--- config.mk ---
export PLATFORM = sky130hd
export DESIGN_NAME = axi_lite_master_arbiter
export DESIGN_NICKNAME = d
export VERILOG_FILES = /design/src/rtl/axi_lite_master_arbiter.sv
export SDC_FILE = /design/constraint.sdc
export NUM_CORES = 1
export LEC_CHECK = 0
export CORE_AREA = 2 2 122 124
export CTS_BUF_LIST = sky130_fd_sc_hd__clkbuf_4 sky130_fd_sc_hd__clkbuf_8 sky130_fd_sc_hd__clkbuf_16
export CTS_CLUSTER_DIAMETER = 40
export DETAILED_ROUTE_END_ITERATION = 16
export DIE_AREA = 0 0 124 126
export DONT_BUFFER_PORTS = 1
export SYNTH_ARGS = -nofsm -noshare
export SYNTH_HDL_FRONTEND = slang
export SYNTH_SLANG_ARGS = --single-unit
--- constraint.sdc ---
create_clock -name axi_lite_aclk -period 2.42 [get_ports axi_lite_aclk]
set_clock_uncertainty 0.05 [all_clocks]
set_input_delay 0.484 -clock axi_lite_aclk [delete_from_list [all_inputs] [get_ports axi_lite_aclk]]
set_output_delay 0.484 -clock axi_lite_aclk [all_outputs]
set_load 0.01 [all_outputs]
--- src/rtl/axi_lite_master_arbiter.sv ---
// axi_lite_master_arbiter: round-robin sharing of one AXI4-Lite master port among NUM_REQ requesters,
// with one outstanding transaction in total.
module axi_lite_master_arbiter #(
    parameter int NUM_REQ = 2,
    parameter int ADDR_W  = 32,
    parameter int DATA_W  = 32
) (
    input  logic                      axi_lite_aclk,
    input  logic                      axi_lite_aresetn,
    input  logic [NUM_REQ-1:0]        req_valid,
    output logic [NUM_REQ-1:0]        req_ready,
    input  logic [NUM_REQ-1:0]        req_write,
    input  logic [NUM_REQ*ADDR_W-1:0] req_addr,
    input  logic [NUM_REQ*DATA_W-1:0] req_wdata,
    output logic [NUM_REQ-1:0]        rsp_valid,
    output logic [DATA_W-1:0]         rsp_rdata,
    output logic [1:0]                rsp_resp,
    output logic [ADDR_W-1:0]         axi_lite_awaddr,
    output logic                      axi_lite_awvalid,
    input  logic                      axi_lite_awready,
    output logic [DATA_W-1:0]         axi_lite_wdata,
    output logic                      axi_lite_wvalid,
    input  logic                      axi_lite_wready,
    input  logic [1:0]                axi_lite_bresp,
    input  logic                      axi_lite_bvalid,
    output logic                      axi_lite_bready,
    output logic [ADDR_W-1:0]         axi_lite_araddr,
    output logic                      axi_lite_arvalid,
    input  logic                      axi_lite_arready,
    input  logic [DATA_W-1:0]         axi_lite_rdata,
    input  logic [1:0]                axi_lite_rresp,
    input  logic                      axi_lite_rvalid,
    output logic                      axi_lite_rready
);
    localparam int PW = NUM_REQ > 1 ? $clog2(NUM_REQ) : 1;

    typedef enum logic [2:0] {IDLE, WRITE, WRESP, READ, RDATA, DONE} state_t;

    state_t            state;
    logic [PW-1:0]     ptr;
    logic [PW-1:0]     gnt;
    logic [PW-1:0]     idx;
    logic              any;
    logic [ADDR_W-1:0] addr;
    logic [DATA_W-1:0] wdata;

    // Scan from the farthest candidate down so the nearest one after ptr overwrites last and wins.
    always_comb begin
        gnt = ptr;
        idx = '0;
        any = 1'b0;
        for (int k = NUM_REQ; k >= 1; k--) begin
            idx = PW'((int'(ptr) + k) % NUM_REQ);
            if (req_valid[idx]) begin
                gnt = idx;
                any = 1'b1;
            end
        end
    end

    assign req_ready       = (state == IDLE && any) ? NUM_REQ'(1) << gnt : '0;
    assign axi_lite_awaddr = addr;
    assign axi_lite_araddr = addr;
    assign axi_lite_wdata  = wdata;

    always_ff @(posedge axi_lite_aclk or negedge axi_lite_aresetn) begin
        if (!axi_lite_aresetn) begin
            state            <= IDLE;
            ptr              <= PW'(NUM_REQ - 1);
            addr             <= '0;
            wdata            <= '0;
            axi_lite_awvalid <= 1'b0;
            axi_lite_wvalid  <= 1'b0;
            axi_lite_arvalid <= 1'b0;
            axi_lite_bready  <= 1'b0;
            axi_lite_rready  <= 1'b0;
            rsp_valid        <= '0;
            rsp_rdata        <= '0;
            rsp_resp         <= '0;
        end else begin
            case (state)
                IDLE: if (any) begin
                    ptr              <= gnt;
                    addr             <= req_addr[gnt*ADDR_W +: ADDR_W];
                    wdata            <= req_wdata[gnt*DATA_W +: DATA_W];
                    axi_lite_awvalid <= req_write[gnt];
                    axi_lite_wvalid  <= req_write[gnt];
                    axi_lite_arvalid <= !req_write[gnt];
                    state            <= req_write[gnt] ? WRITE : READ;
                end
                WRITE: begin
                    if (axi_lite_awready) axi_lite_awvalid <= 1'b0;
                    if (axi_lite_wready) axi_lite_wvalid <= 1'b0;
                    if ((!axi_lite_awvalid || axi_lite_awready) && (!axi_lite_wvalid || axi_lite_wready)) begin
                        axi_lite_bready <= 1'b1;
                        state           <= WRESP;
                    end
                end
                WRESP: if (axi_lite_bvalid) begin
                    axi_lite_bready <= 1'b0;
                    rsp_resp        <= axi_lite_bresp;
                    rsp_rdata       <= '0;
                    rsp_valid       <= NUM_REQ'(1) << ptr;
                    state           <= DONE;
                end
                READ: if (axi_lite_arready) begin
                    axi_lite_arvalid <= 1'b0;
                    axi_lite_rready  <= 1'b1;
                    state            <= RDATA;
                end
                RDATA: if (axi_lite_rvalid) begin
                    axi_lite_rready <= 1'b0;
                    rsp_resp        <= axi_lite_rresp;
                    rsp_rdata       <= axi_lite_rdata;
                    rsp_valid       <= NUM_REQ'(1) << ptr;
                    state           <= DONE;
                end
                DONE: begin
                    rsp_valid <= '0;
                    state     <= IDLE;
                end
                default: state <= IDLE;
            endcase
        end
    end
endmodule

After elaboration in Yosys (flattened, before gate mapping)
Cells that the tools add are included.
- bits in registers: 109
- add/subtract/negate cells: 2
- $lt $le $gt $ge: 3
- eq/ne operators: 12
- shift-type cells: 4
- muxes and demuxes: 41
- reductions and logical operators: 23
- operators with widths (cell ; number):
    $shiftx A64 B7 Y32 ; 2
    $mux W32 ; 2
    $pmux W32 S2 ; 1
    $reduce_and A3 Y1 ; 7
    $mux W1 ; 19
    $mux W3 ; 5
    $pmux W3 S5 ; 1
    $ne A2 B2 Y1 const B ; 7
    $mux W2 ; 6
    $pmux W1 S2 ; 5
    $reduce_bool A2 Y1 ; 5
    $eq A3 B2 Y1 const B ; 2
    $eq A3 B3 Y1 const B ; 2
    $lt A1 B2 Y1 const B ; 3
    $pmux W2 S3 ; 1
    $reduce_and A5 Y1 ; 1
    $pmux W2 S2 ; 1
    $shl A1 B1 Y2 const A ; 2
    $eq A3 B1 Y1 const B ; 1
    $logic_not A1 Y1 ; 3
    $logic_not A3 Y1 ; 1
    $reduce_bool A3 Y1 ; 1
    $add A1 B1 Y1 const B ; 2
    $logic_and A1 B1 Y1 ; 2
    other kinds (2) ; 3

Logic depth before layout (Yosys ltp)
- depth in word-level cells: 10
- depth in mapped cells: 7
- gate-level depth less buffers: 4

Worst setup path after synthesis
No wires, ideal clock.
- kind: reg-to-output
- start point: reg ptr
- end point: out req_ready[0]
- data arrival time: 1448 ps
- data required time: 1886 ps
- slack: 438 ps
- stages on the path, launching flop included: 7
- cells stage by stage: dfstp_2 -> buf_2 -> nand2_1 -> o21ai_1 -> buf_4 -> buf_2 -> and2_1
- longest elaborated chain between the ends: 7
- elaborated cells on any way between the ends: 13
- ends and longest elaborated chain (item ; RTL line ; RTL):
    start, declared ; 40 ; logic [PW-1:0] ptr;
    start signal, assigned ; 69 ; ptr <= PW'(NUM_REQ - 1);
    start signal, assigned ; 83 ; ptr <= gnt;
    $add A1 B1 Y1 ; 53 ; idx = PW'((int'(ptr) + k) % NUM_REQ);
    $mux W1 (not written as such) (2 in series) ; 54 ; if (req_valid[idx]) begin
    $mux W1 (2 in series) ; 54 ;
    $shl A1 B1 Y2 or $logic_and A1 B1 Y1 (tied branches) ; 61 ; assign req_ready = (state == IDLE && any) ? NUM_REQ'(1) << gnt : '0;
    $mux W2 * ; 61 ;
    end, declared ; 11 ; output logic [NUM_REQ-1:0] req_ready,
Every way passes the cells marked *; elsewhere a longest branch is shown, timed or not. The select of a mux whose other input is x is not followed.

Final worst setup path
- start point: reg state[1]
- end point: out req_ready[0]
- longest elaborated chain between the ends: 3
- ends and longest elaborated chain (item ; RTL line ; RTL):
    start, declared ; 39 ; state_t state;
    start signal, assigned ; 89 ; state <= req_write[gnt] ? WRITE : READ;
    $logic_not A3 Y1 ; 61 ;
    $logic_and A1 B1 Y1 ; 61 ;
    $mux W2 ; 61 ;
Every way passes these cells.

==> metrics list <==
- Outcome: finished with violations
- Violations in the final reports: hold timing
- STA classifies the critical path startpoint as a register.
* I/O pins: 314
- Worst slack at placement: 0.440 ns
- The path class of the tightest hold or removal check is primary input to async pin.
- Number of detailed-route iterations in the first pass: 4
- Cells along the critical path: nor3_2, nor2b_1, and2_1
- CTS buffer count: 9
- Summing the areas of all compound-gate instances in the mapped netlist gives 15.1% of the synthesized area.
* Data arrival at the endpoint of the critical path: 1.73 ns
- When the netlist entered floorplanning its net count stood at approximately 650.
- The later pin in the worst-skew pair is clocked with a latency of roughly 0.35 ns.
* Longest individual stage delay on the worst path: ~0.57 ns
- Buffers added to address setup during post-CTS repair amount to 0.
* Maximum achievable frequency: 0.442 GHz
* Initial antenna violation count: 0
- Across all layers, the routed design uses roughly 3300 vias.
- For this design the static power due to leakage is between 2 and 2.5 nW.
* Number of instances in the synthesized netlist: around 470
- Overflow left after global routing: 0
- Setup repair after global routing left no endpoint under its margin.
- At the end of routability-driven placement, the weighted congestion stood at about 0.84.
- Buf+Inv Stages, Crit Path: 0
* R2r worst-path depth: 3
- Number of nets at the end of the flow: ~600
- Worst slack on hold paths: -0.227 ns
- Diode insertion count for antenna repair: 0
* Simple-Gate Fraction of Synth Area: 9.68%
* Number of nets with antenna violations after detailed routing: 0
- Biggest area consumer among synthesized cells: sky130_fd_sc_hd__dfrtp_1
* Largest family of logic cells by synthesized area: compound AO/OA/AOI/OAI gates
- In this run the number of cells on the critical path is 3.
* Share of final-layout standard cells stronger than drive strength 1: under 10%
- Final setup slack of the worst path: 0.158 ns
- Sequential cells were found to cover between 50% and 60% of the synthesized design area.
- Min Clock Period, post-route: between 2 and 2.5 ns
* Combinational fraction of design power: 28.4%
- Area taken by flip-flops and latches: 2730 µm²
* Most common cell after layout, fill and taps aside: sky130_fd_sc_hd__dfrtp_1
- Summing all multi-input logic gate instances after layout gives 1960 µm².
- The library cells used most frequently in the layout, excluding fill and tap cells, are sky130_fd_sc_hd__dfrtp_1, sky130_fd_sc_hd__nand2_1, sky130_fd_sc_hd__mux2i_1.
- Pins over their slew limit: 0
* Total half-perimeter wirelength after legalization and detailed placement: 8890 µm
- For this design the total switching power over the nets is 0.00326 W.
* Final Hold Viols: about 110
- The worst setup path is captured at an output port.
- The most used flip-flop cell after synthesis is sky130_fd_sc_hd__dfrtp_1.
- CTS tree: done
* Sum of internal, switching and leakage power: between 0.007 and 0.008 W
- Critical-path cell with the highest stage delay: sky130_fd_sc_hd__dfrtp_1
- The share of synthesized area in the top cell type comes to between 50% and 60%.
- Netlist Area Pre-Place: about 5100 µm²
- Gates resized during post-CTS repair numbered 0.
- Initial standard-cell utilization of the core: between 30% and 40%
- Broken down by cell family, the worst path's largest delay share belongs to simple AND/OR/NAND/NOR gates.
- Async SR Flop Fraction: 100%
- Number of input and output port buffers inserted: 0
- Peak VDD IR: 589 µV
- The tree built by TritonCTS fans out to around 110 sinks.
- Across every metal layer, demand over resource in global routing totals between 10% and 20%.
- The finished layout holds between 600 and 700 standard cells, fillers aside.
* Number of max-cap violations: 0
* Number of buffers on the longest clock path: 2
* Worst endpoint required time: between 1.5 and 2 ns
* Post-synthesis adder-cell area fraction: 0%
- In the final routed layout, each cell accounts on average for around 19 µm.
- In this run the number of H-tree levels came out at 3.
- Including well taps, the total number of placed cells is a little under 600.
- Maximum fanout encountered on the critical timing path: 18
- Internal power comes to between 0.004 and 0.005 W.
- Die extent in x: between 100 and 150 µm
- Entering global routing, the biggest net connects 110 pins.
- The first global-routing pass estimated 17200 µm of wire.
- In this run the tightest slew margin relative to its limit is roughly two thirds.
- Clock-pin slew reported for the worst setup and hold paths after clock tree synthesis: around 0.070 ns
* CP Class: register to output port
- The initialized floorplan defines 44 standard-cell rows.
* DRC: 0
- The clock network is responsible for roughly 21% of the overall power.
- #FFs+latches synth: 109
- A synthesized cell averages about 11 µm².
- Sequential fraction of design power: between 50% and 60%
- Slew at the pin with the worst max-slew slack: between 0.5 and 0.6 ns
* Total core area: approximately 14000 µm²
- The number of global-route vias before repair came to about 3200.
- Layout overhead on the synthesized area: 4.77%
- In this run, synthesis inferred 0 flip-flops with an integrated enable.
- The Yosys step of the flow raised 0 warnings.
* Vertical die dimension: 126 µm
- Count of different cell masters after synthesis: 38
- Setup violations remaining at the end of the flow were counted as 0.
- Of the available clock period, the critical path in the final layout requires ~93%.
- Ranked by total cell area, the synthesized netlist is headed by sky130_fd_sc_hd__dfrtp_1, sky130_fd_sc_hd__mux2i_1, sky130_fd_sc_hd__buf_4.
- Summing the areas of all xor and xnor instances in the mapped netlist gives less than 1% of the synthesized area.
* Final Routed Wirelength: 11900 µm
- Ratio of routed vias to standard cells: around 5.3
* Total power divided by cell area: between 1000 and 1500 nW/µm²
* DR iter-0 viols: 105
* Switching Share: ~41%
* Portion of netlist area occupied by mux cells: between 10% and 20%
* Floorplan die area: roughly 16000 µm²
* Sum of negative setup slack: 0 ns
* Fill cell instance count of the final layout: around 1400
- CTS placed an instance of sky130_fd_sc_hd__clkbuf_16 at the clock tree root.
## flip-flops by register name, indices dropped and copies added (netlist names)
| signal | cells |
|---|---|
| state | 3 |
| axi_lite_arvalid | 1 |
| axi_lite_bready | 1 |
| axi_lite_awvalid | 1 |
| axi_lite_wdata | 32 |
| rsp_rdata | 32 |
| rsp_resp | 2 |
| axi_lite_wvalid | 1 |
| rsp_valid | 2 |
| ptr | 1 |
| axi_lite_araddr | 32 |
| axi_lite_rready | 1 |
## cells in the mapped netlist, types with 2 or more instances
master,n
sky130_fd_sc_hd__dfrtp_1,108
sky130_fd_sc_hd__nand2_1,76
sky130_fd_sc_hd__mux2i_1,66
sky130_fd_sc_hd__o21ai_1,43
sky130_fd_sc_hd__buf_4,40
sky130_fd_sc_hd__a22o_1,32
sky130_fd_sc_hd__o21ai_0,32
sky130_fd_sc_hd__buf_2,17
sky130_fd_sc_hd__clkbuf_1,8
sky130_fd_sc_hd__nor2_1,7
sky130_fd_sc_hd__nand3_1,4
sky130_fd_sc_hd__nor2b_1,4
sky130_fd_sc_hd__and2_1,3
sky130_fd_sc_hd__inv_1,3
sky130_fd_sc_hd__nand2b_1,3
sky130_fd_sc_hd__nor3b_1,3
sky130_fd_sc_hd__a21bo_2,2
sky130_fd_sc_hd__a31oi_1,2
## per-layer routing
| metal | global-route usage [%] | vias up | wire, µm |
|---|---|---|---|
| met4 | 6.21 | 0 | 197 |
| met5 | 0 | - | 0 |
| met3 | 4.94 | 11 | 1340 |
| li1 | - | 1519 | - |
| met2 | 25.5 | 220 | 6060 |
| met1 | 15.7 | 1520 | 4300 |
## path summary, 6_finish.rpt
path                                                      from  slack (ns)                              to
worst max-delay path                      state[1]$_DFFE_PN0P_        0.16                    req_ready[0]
worst min-delay path                          axi_lite_aresetn       -0.23        rsp_rdata[1]$_DFFE_PN0P_
worst max register to register            state[1]$_DFFE_PN0P_        0.43        rsp_rdata[0]$_DFFE_PN0P_
worst min register to register  axi_lite_wdata[22]$_DFFE_PN0P_        0.52  axi_lite_wdata[22]$_DFFE_PN0P_
max in group asynchronous                     axi_lite_aresetn        2.36                 ptr$_DFFE_PN1P_
min in group axi_lite_aclk                  axi_lite_rdata[18]        0.22       rsp_rdata[18]$_DFFE_PN0P_
## through the flow
| step | utilization (%) | cell area, µm² |
|---|---|---|
| 2_1_floorplan | - | 5090 |
| 4_1_cts | 37.3 | 5340 |
| 3_5_place_dp | 35.0 | 5010 |
| 5_1_grt | 37.3 | 5340 |
| 3_3_place_gp | 35.0 | 5010 |
| 6_report | 37.3 | 5340 |
## cells by family after synthesis
group / Yosys count
AO/OA/AOI/OAI: 121
flip-flops: 109
AND/OR/NAND/NOR: 108
buffers and inverters: 68
multiplexers: 66
XOR/XNOR: 1
## power groups by stage
| stage | clock network, W | registers [W] | logic, W |
|---|---|---|---|
| final | 0.00163 | 0.00401 | 0.00224 |
| after global routing | 0.00175 | 0.00417 | 0.00256 |
| after CTS | 0.00168 | 0.00404 | 0.00228 |
| after detailed placement | 0 | 0.00407 | 0.00228 |
| after global placement | 0 | 0.00406 | 0.00215 |
| after floorplan | 0 | 0.00355 | 0.00253 |
## layout make-up
cell class	instances	area share, %
Sequential cell	109	51.1
Multi-Input combinational cell	296	36.7
Tap cell	184	4.31
Clock buffer	9	4.22
Clock inverter	7	1.97
Timing Repair Buffer	5	1.41
Inverter	3	0.211
Power figures use the tool's default switching activity.
